**src/rtl/exception_sequencer.sv**
```systemverilog
// ============================================================================
// Module      : exception_sequencer
// Description : Multicycle MIPS exception entry. Latches cause/EPC, fetches the
//               handler byte from memory and loads it into PC. The optional
//               macro EXC_DOUBLE_FAULT_EN enables sticky double-fault detection.
// Revision    : 1.0 - initial release
// ============================================================================
`default_nettype none

module exception_sequencer #(
    parameter int unsigned TIMEOUT_CYCLES = 16,
    parameter int unsigned EPC_OFFSET     = 4
) (
    input  logic        clk,
    input  logic        reset_n,
    input  logic        exc_opcode,
    input  logic        exc_overflow,
    input  logic        exc_div0,
    input  logic [31:0] pc_in,
    input  logic        mem_rd_valid,
    input  logic [7:0]  mem_rd_data,
    output logic        mem_rd_req,
    output logic [31:0] mem_addr,
    output logic        cause_wr,
    output logic [31:0] cause_out,
    output logic        epc_wr,
    output logic [31:0] epc_out,
    output logic        pc_wr,
    output logic [31:0] pc_out,
    output logic        busy,
    output logic        timeout_err,
    output logic        double_fault
);

    localparam logic [31:0] c_epc_offset = EPC_OFFSET[31:0];
    localparam logic [7:0]  c_timeout    = TIMEOUT_CYCLES[7:0];

    typedef enum logic [1:0] {
        IDLE  = 2'd0,
        CAUSE = 2'd1,
        FETCH = 2'd2,
        JUMP  = 2'd3
    } state_t;

    state_t      r_state;
    state_t      w_next_state;
    logic [31:0] r_code;
    logic [31:0] r_epc;
    logic [7:0]  r_byte;
    logic [7:0]  r_cnt;
    logic        r_timeout;
    logic        w_any_exc;
    logic        w_timeout_hit;
    logic [31:0] w_code;

    assign w_any_exc     = exc_opcode | exc_overflow | exc_div0;
    // The counter is loaded with 1 on FETCH entry, so FETCH lasts exactly
    // TIMEOUT_CYCLES cycles when valid never arrives.
    assign w_timeout_hit = (r_cnt == c_timeout);

    always_comb begin
        w_code = 32'd255;
        if (exc_opcode) begin
            w_code = 32'd253;
        end else if (exc_overflow) begin
            w_code = 32'd254;
        end
    end

    always_ff @(posedge clk or negedge reset_n) begin
        if (!reset_n) begin
            r_state <= IDLE;
        end else begin
            r_state <= w_next_state;
        end
    end

    always_comb begin
        w_next_state = r_state;
        busy         = 1'b0;
        mem_rd_req   = 1'b0;
        cause_wr     = 1'b0;
        epc_wr       = 1'b0;
        pc_wr        = 1'b0;
        case (r_state)
            IDLE: begin
                if (w_any_exc) begin
                    w_next_state = CAUSE;
                end
            end
            CAUSE: begin
                busy         = 1'b1;
                cause_wr     = 1'b1;
                epc_wr       = 1'b1;
                w_next_state = FETCH;
            end
            FETCH: begin
                busy       = 1'b1;
                mem_rd_req = 1'b1;
                if (mem_rd_valid || w_timeout_hit) begin
                    w_next_state = JUMP;
                end
            end
            JUMP: begin
                busy         = 1'b1;
                pc_wr        = 1'b1;
                w_next_state = IDLE;
            end
            default: w_next_state = IDLE;
        endcase
    end

    always_ff @(posedge clk or negedge reset_n) begin
        if (!reset_n) begin
            r_code    <= 32'd0;
            r_epc     <= 32'd0;
            r_byte    <= 8'd0;
            r_cnt     <= 8'd0;
            r_timeout <= 1'b0;
        end else begin
            case (r_state)
                IDLE: begin
                    if (w_any_exc) begin
                        r_code <= w_code;
                        r_epc  <= pc_in - c_epc_offset;
                    end
                end
                CAUSE: begin
                    r_cnt <= 8'd1;
                end
                FETCH: begin
                    // Valid beats a coincident timeout.
                    if (mem_rd_valid) begin
                        r_byte <= mem_rd_data;
                    end else if (w_timeout_hit) begin
                        r_byte    <= 8'h00;
                        r_timeout <= 1'b1;
                    end else begin
                        r_cnt <= r_cnt + 8'd1;
                    end
                end
                default: begin
                end
            endcase
        end
    end

`ifdef EXC_DOUBLE_FAULT_EN
    logic r_double_fault;

    always_ff @(posedge clk or negedge reset_n) begin
        if (!reset_n) begin
            r_double_fault <= 1'b0;
        end else if (busy && w_any_exc) begin
            r_double_fault <= 1'b1;
        end
    end

    assign double_fault = r_double_fault;
`else
    assign double_fault = 1'b0;
`endif

    assign mem_addr    = r_code;
    assign cause_out   = r_code;
    assign epc_out     = r_epc;
    assign pc_out      = {24'b0, r_byte};
    assign timeout_err = r_timeout;

endmodule

`default_nettype wire

```
**config.mk**
```make
export PLATFORM = sky130hd
export DESIGN_NAME = exception_sequencer
export DESIGN_NICKNAME = d
export VERILOG_FILES = /design/src/rtl/exception_sequencer.sv
export SDC_FILE = /design/constraint.sdc
export NUM_CORES = 1
export LEC_CHECK = 0
export BUFFER_PORTS_ARGS = -buffer_cell sky130_fd_sc_hd__buf_2
export CORE_ASPECT_RATIO = 0.8
export CORE_MARGIN = 5
export CORE_UTILIZATION = 42
export CTS_CLUSTER_SIZE = 25
export DETAILED_ROUTE_END_ITERATION = 16
export GPL_TIMING_DRIVEN = 0
export PLACE_DENSITY = 0.75
export SLEW_MARGIN = 15
export SYNTH_ARGS = -nofsm -noshare
export SYNTH_HDL_FRONTEND = slang
export SYNTH_SLANG_ARGS = --single-unit
```
**constraint.sdc**
```tcl
create_clock -name clk -period 2.1 [get_ports clk]
set_input_delay 0.42 -clock clk [delete_from_list [all_inputs] [get_ports clk]]
set_output_delay 0.42 -clock clk [all_outputs]
set_load 0.01 [all_outputs]
```
[Word-level counts from Yosys, hierarchy flattened]
Index checks and enable logic that the tools add are counted.
W data, S select, Z words.
Word-level totals
  register bits after elaboration: 83
Operators by class
  add/subtract/negate cells: 2
  equal/unequal tests: 8
  multiplexer cells: 14
  bitwise gates (word level): 3
  reductions and logical operators: 10
Operator list (number)
  $mux W32: 1
  $mux W8: 4
  $sub A32 B3 Y32 const B: 1
  $pmux W8 S2: 1
  $add A8 B1 Y8 const B: 1
  $eq A8 B5 Y1 const B: 1
  $ne A2 B2 Y1 const B: 4
  $pmux W2 S4: 1
  $reduce_and A2 Y1: 3
  $reduce_and A3 Y1: 2
  $mux W1: 5
  $eq A2 B2 Y1 const B: 2
  $mux W2: 2
  $reduce_bool A2 Y1: 2
  $reduce_or A3 Y1: 1
  $eq A2 B1 Y1 const B: 1
  $logic_not A2 Y1: 1
  $or A1 B1 Y1: 2
  $logic_or A1 B1 Y1: 1
  $not A1 Y1: 1

[Depth between registers and ports, before layout]
Gate-level depths: netlist of the first run.
  depth after elaboration: 4
  gate-level depth with buffers: 8
  mapped depth without buffers: 6

[Worst setup path after synthesis of the first run]
Ideal clock, no wire load.
  path kind: in2reg
  start: input pc_in[2]
  end: register r_epc[26] (netlist: epc_out[26])
  library setup time: 0.082 ns
  data arrival time: 2.193 ns
  path slack: -0.175 ns
  stages on the path: 8
  path through: inv_1 > ha_1 > or4b_4 > buf_6 > or2_1 > buf_6 > or4_1 > a31oi_1
On the way
  word-level cells in the longest chain between the ends: 1
RTL lines
  from (decl): line 19  | input logic [31:0] pc_in,
  $sub A32 B3 Y32: line 125  | r_epc <= pc_in - c_epc_offset;
  to (signal assigned): line 125
  to (decl): line 48  | logic [31:0] r_epc;
No other way between the ends.
A chain may end at the register's enable or synchronous reset.

[Worst setup path in the final report of the first run]
  start: input pc_in[2]
  end: register r_epc[30] (netlist: epc_out[30])
Same word-level chain as after synthesis.

==> results by group, run 1 <==
Critical path
  – R2R cell count: 6
  – Req. time, crit path: about 2.3 ns
  – Crit path DAT: between 2 and 2.5 ns
  – Critical path class: in2reg
  – CP Capture Type: register
  – Element type at the critical path start: input port
  – CP max FO: 10

Drt
  – Via count of the routed design: 3178
  – WL/cell: 13.8 um
  – First-iteration detailed-routing DRC count: 150
  – Antenna Nets Post-Route: 0
  – Drt total wl: roughly 9400 um
  – Vias per cell: 4.69
  – # DRC: 0
  – Pre-Repair DR Iteration Count: 4

Synthesis
  – Syn avg cell area: 9.15 um^2
  – Ys async rst share: 100%
  – Seq/Total Area, Yosys: 38.4%
  – Seq cells post-synth: 54
  – Ys flop type: dfrtp_1
  – Cell count after synthesis: 384
  – Distinct cells, synth: 48
  – Synth Warn #: 0
  – Post-synth top area cell: dfrtp_1
  – EDFF count, synth: 0
  – Synthesized cell area: approximately 3500 um^2
  – Yosys top cell area share: 38.4%
  – Synth area leaders: dfrtp_1 38%, buf_4 19%, nor2_1 3.0%

Timing
  – Worst-Margin Slew: 0.838 ns
  – Fin. Hold Viols: 0
  – Max Freq: between 400 and 500 MHz
  – Crit path time final: 2.08 ns
  – Clk_skew: 0.00789 ns
  – Slew margin rel.: 43.8%
  – RSZ-0062 raised after global routing: yes
  – Max-slew violations: 0
  – Final worst path period share: 99.0%
  – Final setup violation count: 0

Cells and area
  – Commonest non-fill, non-tap cells in the layout: 104 x buf_2, 91 x buf_4, 73 x conb_1
  – Design area: 4690 um^2
  – Fillers: 733
  – Antenna diode count: 0
  – Area grow syn2layout: 33.4%
  – Most common cell after layout, fill and taps aside: buf_2
  – Nets: ~620
  – Layout cell share with drive strength beyond 1: 41.1%
  – Area used by multi-input combinational logic: 1750 um^2
  – Non-Filler Instances: 678
  – Seq. cell area: 1350 um^2

Die
  – Die area: roughly 10000 um^2
  – Chip width: 112 um
  – Die Y: 91.8 um
  – Initial core utilization: 43.6%
  – Io pins: between 150 and 200
  – Core area: 8060 um^2
  – Row cnt: 29

Hold path
  – Hold Crit Class: in2async

Placed design
  – Placed cell area: 4500 um^2
  – Placed Cells incl. Taps: 670
  – GPL Wtd Cong: 0.907
  – HPWL Detailed: 7320 um
  – Port bufs: approximately 110

CTS
  – Root buffer cell: clkbuf_8
  – Sink Count: 54
  – Num CTS Buffers: 5
  – TritonCTS clock tree: built
  – Insertion delay to the later sink of the worst-skew pair: slightly above 0.3 ns
  – CTS max path bufs: 2
  – H-tree depth: 2
  – Clock slew at reported path FFs: 0.10 ns

Global routing
  – Initial antenna violation count: 0
  – Met2 Use GR: 28.5%
  – GR Overflow Total: 0
  – Routing usage on met3: 2.96%
  – Global Route Usage Sum: 17.3%
  – Met1 Resource Use GR: between 20% and 30%
  – Number of global-route vias before repair: 3045
  – GRT Max-Usage Layer: met2
  – Largest net degree at the start of global routing: 55
  – First-pass GRT wire length: 14900 um

Run
  – Max Cap Violations: 0

Power
  – PD cells: 985 nW/um^2
  – Pleak: 0.00234 uW
  – Pwr Total: 4620 uW
  – VDD IR max: 488 uV

Status
  – Status: finished, final reports clean
## stage by stage
| stage | utilization [%] | setup WS [ns] | TNS (ns) | hold slack (ns) |
|---|---|---|---|---|
| final | 58.2 | 0.0209 | 0 | 0.138 |
| after global routing | 58.2 | -0.0141 | -0.0141 | 0.224 |
| after CTS | 57.4 | 0.00221 | 0 | 0.172 |
| after detailed placement | 55.9 | -0.401 | -4.81 | 0.444 |
| after global placement | 55.8 | -0.387 | -9.67 | 0.439 |
| after floorplan | - | -0.131 | -0.548 | 0.124 |
## worst paths after layout
path | slack (ns) | start | to
worst max-delay path | 0.02 | pc_in[2] | epc_out[30]
worst min-delay path | 0.14 | reset_n | epc_out[30]
worst max register to register | 0.11 | r_cnt[1] | r_state[1]
worst min register to register | 0.46 | timeout_err | timeout_err
max in group asynchronous | 1.50 | reset_n | epc_out[26]
min in group clk | 0.30 | pc_in[0] | epc_out[0]
## synth_stat cells (2+ instances only)
cell type	n
nor2_1	28
and3_1	2
inv_1	10
buf_4	87
nand4_1	4
nand2b_1	4
a22o_1	8
mux2i_1	2
mux2_2	2
nand2_1	24
ha_1	8
or3_1	12
nor3_1	8
and4_1	2
or4_1	12
buf_6	3
xnor2_1	9
o31ai_1	8
clkbuf_1	11
nor2b_1	2
xor2_1	4
dfrtp_1	54
nor4_1	8
a31oi_1	15
o21ai_0	18
a21oi_1	5
o211ai_1	2
o41ai_1	5
nand3_1	5
or4b_1	4
## layout make-up
class	count	share of cell area (%)
clock inverter	2	0.347
tap	108	2.88
inverter	10	1.17
buffer	101	15.8
sequential	54	28.8
timing repair buffer	109	12.0
multi-input combinational	288	37.3
clock buffer	6	1.76
## cells by family after synthesis
family / Yosys count / synth area share (%)
compound gates: 67 / 12.7
other cells: 1 / 0.107
xor+xnor: 13 / 3.24
mux: 4 / 1.21
simple gates: 123 / 19.3
buf+inv: 114 / 22.2
flops: 54 / 38.4
fa+ha+maj: 8 / 2.85
## critical path, cell delays in order
cell and delay [ns]:
buf_2 0.14, inv_6 0.05, ha_4 0.12, or4b_4 0.50, or2_1 0.26, buf_6 0.14, or4b_1 0.52, a31oi_1 0.16
## layer usage
metal / up-vias / routed length [um]
li1: 1567 / -
met3: 12 / 684
met4: 0 / 144
met1: 1470 / 4050
met2: 129 / 4480
met5: - / 0
## repair_timing
item / in CTS / in global routing
cloned: 0 / 0
resized for setup: 5 / 22
hold buffers: 0 / 0
buffers inserted: 2 / 1
pin swaps: 1 / 5
endpoints found under the hold margin: 0 / 0
endpoints found under the setup margin: 10 / 23
## report_power, final
part | total, uW | internal (uW) | switching [uW]
logic | 2250 | 968 | 1280
registers | 1740 | 1490 | 253
clock network | 633 | 273 | 360
## registers in the layout, summed over array words and instances (netlist names)
register     cells
r_byte           8
r_cnt            8
cause_out        3
epc_out         32
timeout_err      1
r_state          2
No activity file was read; power rests on OpenSTA's default activity.
==> run 2, diff against run 1 <==
--- a/config.mk
+++ b/config.mk
@@ -7,7 +7,7 @@
 export LEC_CHECK = 0
 export BUFFER_PORTS_ARGS = -buffer_cell sky130_fd_sc_hd__buf_2
 export CORE_ASPECT_RATIO = 0.8
-export CORE_MARGIN = 5
+export CORE_MARGIN = 2
 export CORE_UTILIZATION = 42
 export CTS_CLUSTER_SIZE = 25
 export DETAILED_ROUTE_END_ITERATION = 16
==> results by group, run 2 (synthesis gave the netlist of run 1 again) <==
Status
  – Status: finished, final reports clean

Die
  – Chip width: 106 um (-5.3%)
  – Initial core utilization: 43.8% (+0.20 points)
  – Core area: 8020 um^2 (-0.45%)
  – Row cnt: 29 (unchanged)
  – Die area: 9120 um^2 (-12%)
  – Io pins: 181 (unchanged)
  – Die Y: 85.8 um (-6.5%)

Run
  – Max Cap Violations: 0 (unchanged)

Timing
  – Final setup violation count: 0 (unchanged)
  – Slew margin rel.: 43.5% (-0.29 points)
  – Worst-Margin Slew: 0.842 ns (+0.00426 ns)
  – Clk_skew: 0.00348 ns (-0.00441 ns)
  – Max Freq: 483 MHz (+0.42%)
  – Setup TNS: 0 ns (unchanged)
  – Final worst path period share: 98.6% (-0.42 points)
  – Fin. Hold Viols: 0 (unchanged)
  – Max-slew violations: 0 (unchanged)
  – RSZ-0062 raised after global routing: yes
  – Crit path time final: 2.07 ns (-0.00872 ns)
  – Worst Hold Slack: 0.128 ns (-0.0101 ns)

Power
  – Pleak: 0.00234 uW (-0.19%)
  – PD cells: 994 nW/um^2 (+0.93%)
  – VDD IR max: 518 uV (+6.0%)

Global routing
  – Global Route Usage Sum: 18.6% (+1.3 points)
  – GR Overflow Total: 0 (unchanged)
  – Routing usage on met3: 2.51% (-0.45 points)
  – First-pass GRT wire length: 13700 um (-7.6%)
  – Met1 Resource Use GR: 27.8% (+3.9 points)
  – GRT Max-Usage Layer: met2
  – Number of global-route vias before repair: 2825 (-7.2%)
  – Largest net degree at the start of global routing: 55 (unchanged)
  – Met2 Use GR: 28.4% (-0.14 points)
  – Initial antenna violation count: 0 (unchanged)

Cells and area
  – Non-Filler Instances: 677 (-0.15%)
  – Antenna diode count: 0 (unchanged)
  – Commonest non-fill, non-tap cells in the layout: 104 x buf_2, 91 x buf_4, 73 x conb_1
  – Most common cell after layout, fill and taps aside: buf_2
  – Design area: 4660 um^2 (-0.56%)
  – Number of flip-flops in the largest register: 32 (unchanged)
  – Layout cell share with drive strength beyond 1: 39.7% (-1.3 points)
  – Nets: 623 (unchanged)
  – Area grow syn2layout: 32.7%
  – Fillers: 721 (-1.6%)

Drt
  – Pre-Repair DR Iteration Count: 4 (unchanged)
  – First-iteration detailed-routing DRC count: 149 (-0.67%)
  – Via count of the routed design: 3175 (-0.094%)
  – Vias per cell: 4.69 (about the same)
  – Antenna Nets Post-Route: 0 (unchanged)
  – WL/cell: 12.8 um (-7.5%)
  – # DRC: 0 (unchanged)
  – Drt total wl: 8660 um (-7.6%)

CTS
  – TritonCTS clock tree: built
  – CTS Hold Bufs: 0 (unchanged)
  – Num CTS Buffers: 5 (unchanged)
  – Sink Count: 54 (unchanged)
  – H-tree depth: 2 (unchanged)
  – Clock slew at reported path FFs: 0.09 ns (about the same)
  – Root buffer cell: clkbuf_8
  – Insertion delay to the later sink of the worst-skew pair: 0.30 ns (about the same)
  – CTS max path bufs: 2 (unchanged)

Critical path
  – Crit path DAT: 2.30 ns (about the same)
  – Critical path class: in2reg
  – Element type at the critical path start: input port
  – R2R cell count: 6 (unchanged)
  – CP max FO: 10 (unchanged)
  – CP Capture Type: register
  – Req. time, crit path: 2.33 ns (about the same)

Placed design
  – Placed Cells incl. Taps: 670 (unchanged)
  – Placed cell area: 4500 um^2 (unchanged)
  – Port bufs: 106 (unchanged)
  – HPWL Detailed: 6850 um (-6.5%)
  – GPL Wtd Cong: 0.887 (-2.2%)

Hold path
  – Hold Crit Class: in2async
## run 2: cell count changes in the layout (fill, tap and decap cells not counted), moves of 2 or more
| cell | change |
|---|---|
| or4_4 | -2 |
| nor3_2 | -2 |
| clkbuf_1 | +2 |
| nor3_1 | +2 |
| or4_1 | +2 |
## run 2: final cells by class
class                      instances  area [um^2]  share of cell area [%]
multi-input combinational        288         1720                    36.8
sequential                        54         1350                    29.0
buffer                           102          742                    15.9
timing repair buffer             108          551                    11.8
tap                              108          135                    2.90
clock buffer                       6         82.6                    1.77
inverter                          10         55.1                    1.18
clock inverter                     1         30.0                   0.644
## run 2: worst max-delay path, stage by stage
cell     delay, ns
buf_4         0.15
inv_12        0.05
ha_4          0.13
or4b_4        0.46
or2_1         0.23
buf_6         0.14
or4b_1        0.52
a31oi_1       0.19
## run 2: final timing paths
path	from	to	slack, ns
setup / recovery	pc_in[3]	epc_out[30]	0.03
hold / removal	reset_n	epc_out[30]	0.13
setup reg to reg	r_state[0]	epc_out[23]	0.15
hold reg to reg	timeout_err	timeout_err	0.46
max in group asynchronous	reset_n	epc_out[27]	1.49
min in group clk	pc_in[1]	epc_out[1]	0.32
## run 2: metal layers
layer,vias to the layer above,wire length [um]
met1,1462,3950
li1,1570,-
met2,134,3930
met4,0,126
met5,-,0
met3,9,655
## run 2: power breakdown
part	internal, uW	leakage [uW]	total, uW	switching, uW
registers	1490	0.000648	1750	259
clock network	382	0.0000573	711	329
logic	938	0.00163	2180	1240
## run 2: per-stage QoR
stage	setup slack (ns)	total power (uW)	utilization [%]
after floorplan	-0.131	3060	-
after global placement	-0.373	3860	56.1
after CTS	0.00130	4660	57.9
final	0.0296	4630	58.2
after detailed placement	-0.424	3930	56.2
after global routing	-0.0507	4990	58.2
## run 2: timing repair
action / 4_1_cts / 5_1_grt
pin swaps: 2 / 4
endpoints found under the setup margin: 10 / 19
gates resized for setup: 7 / 10
setup buffers: 2 / 0
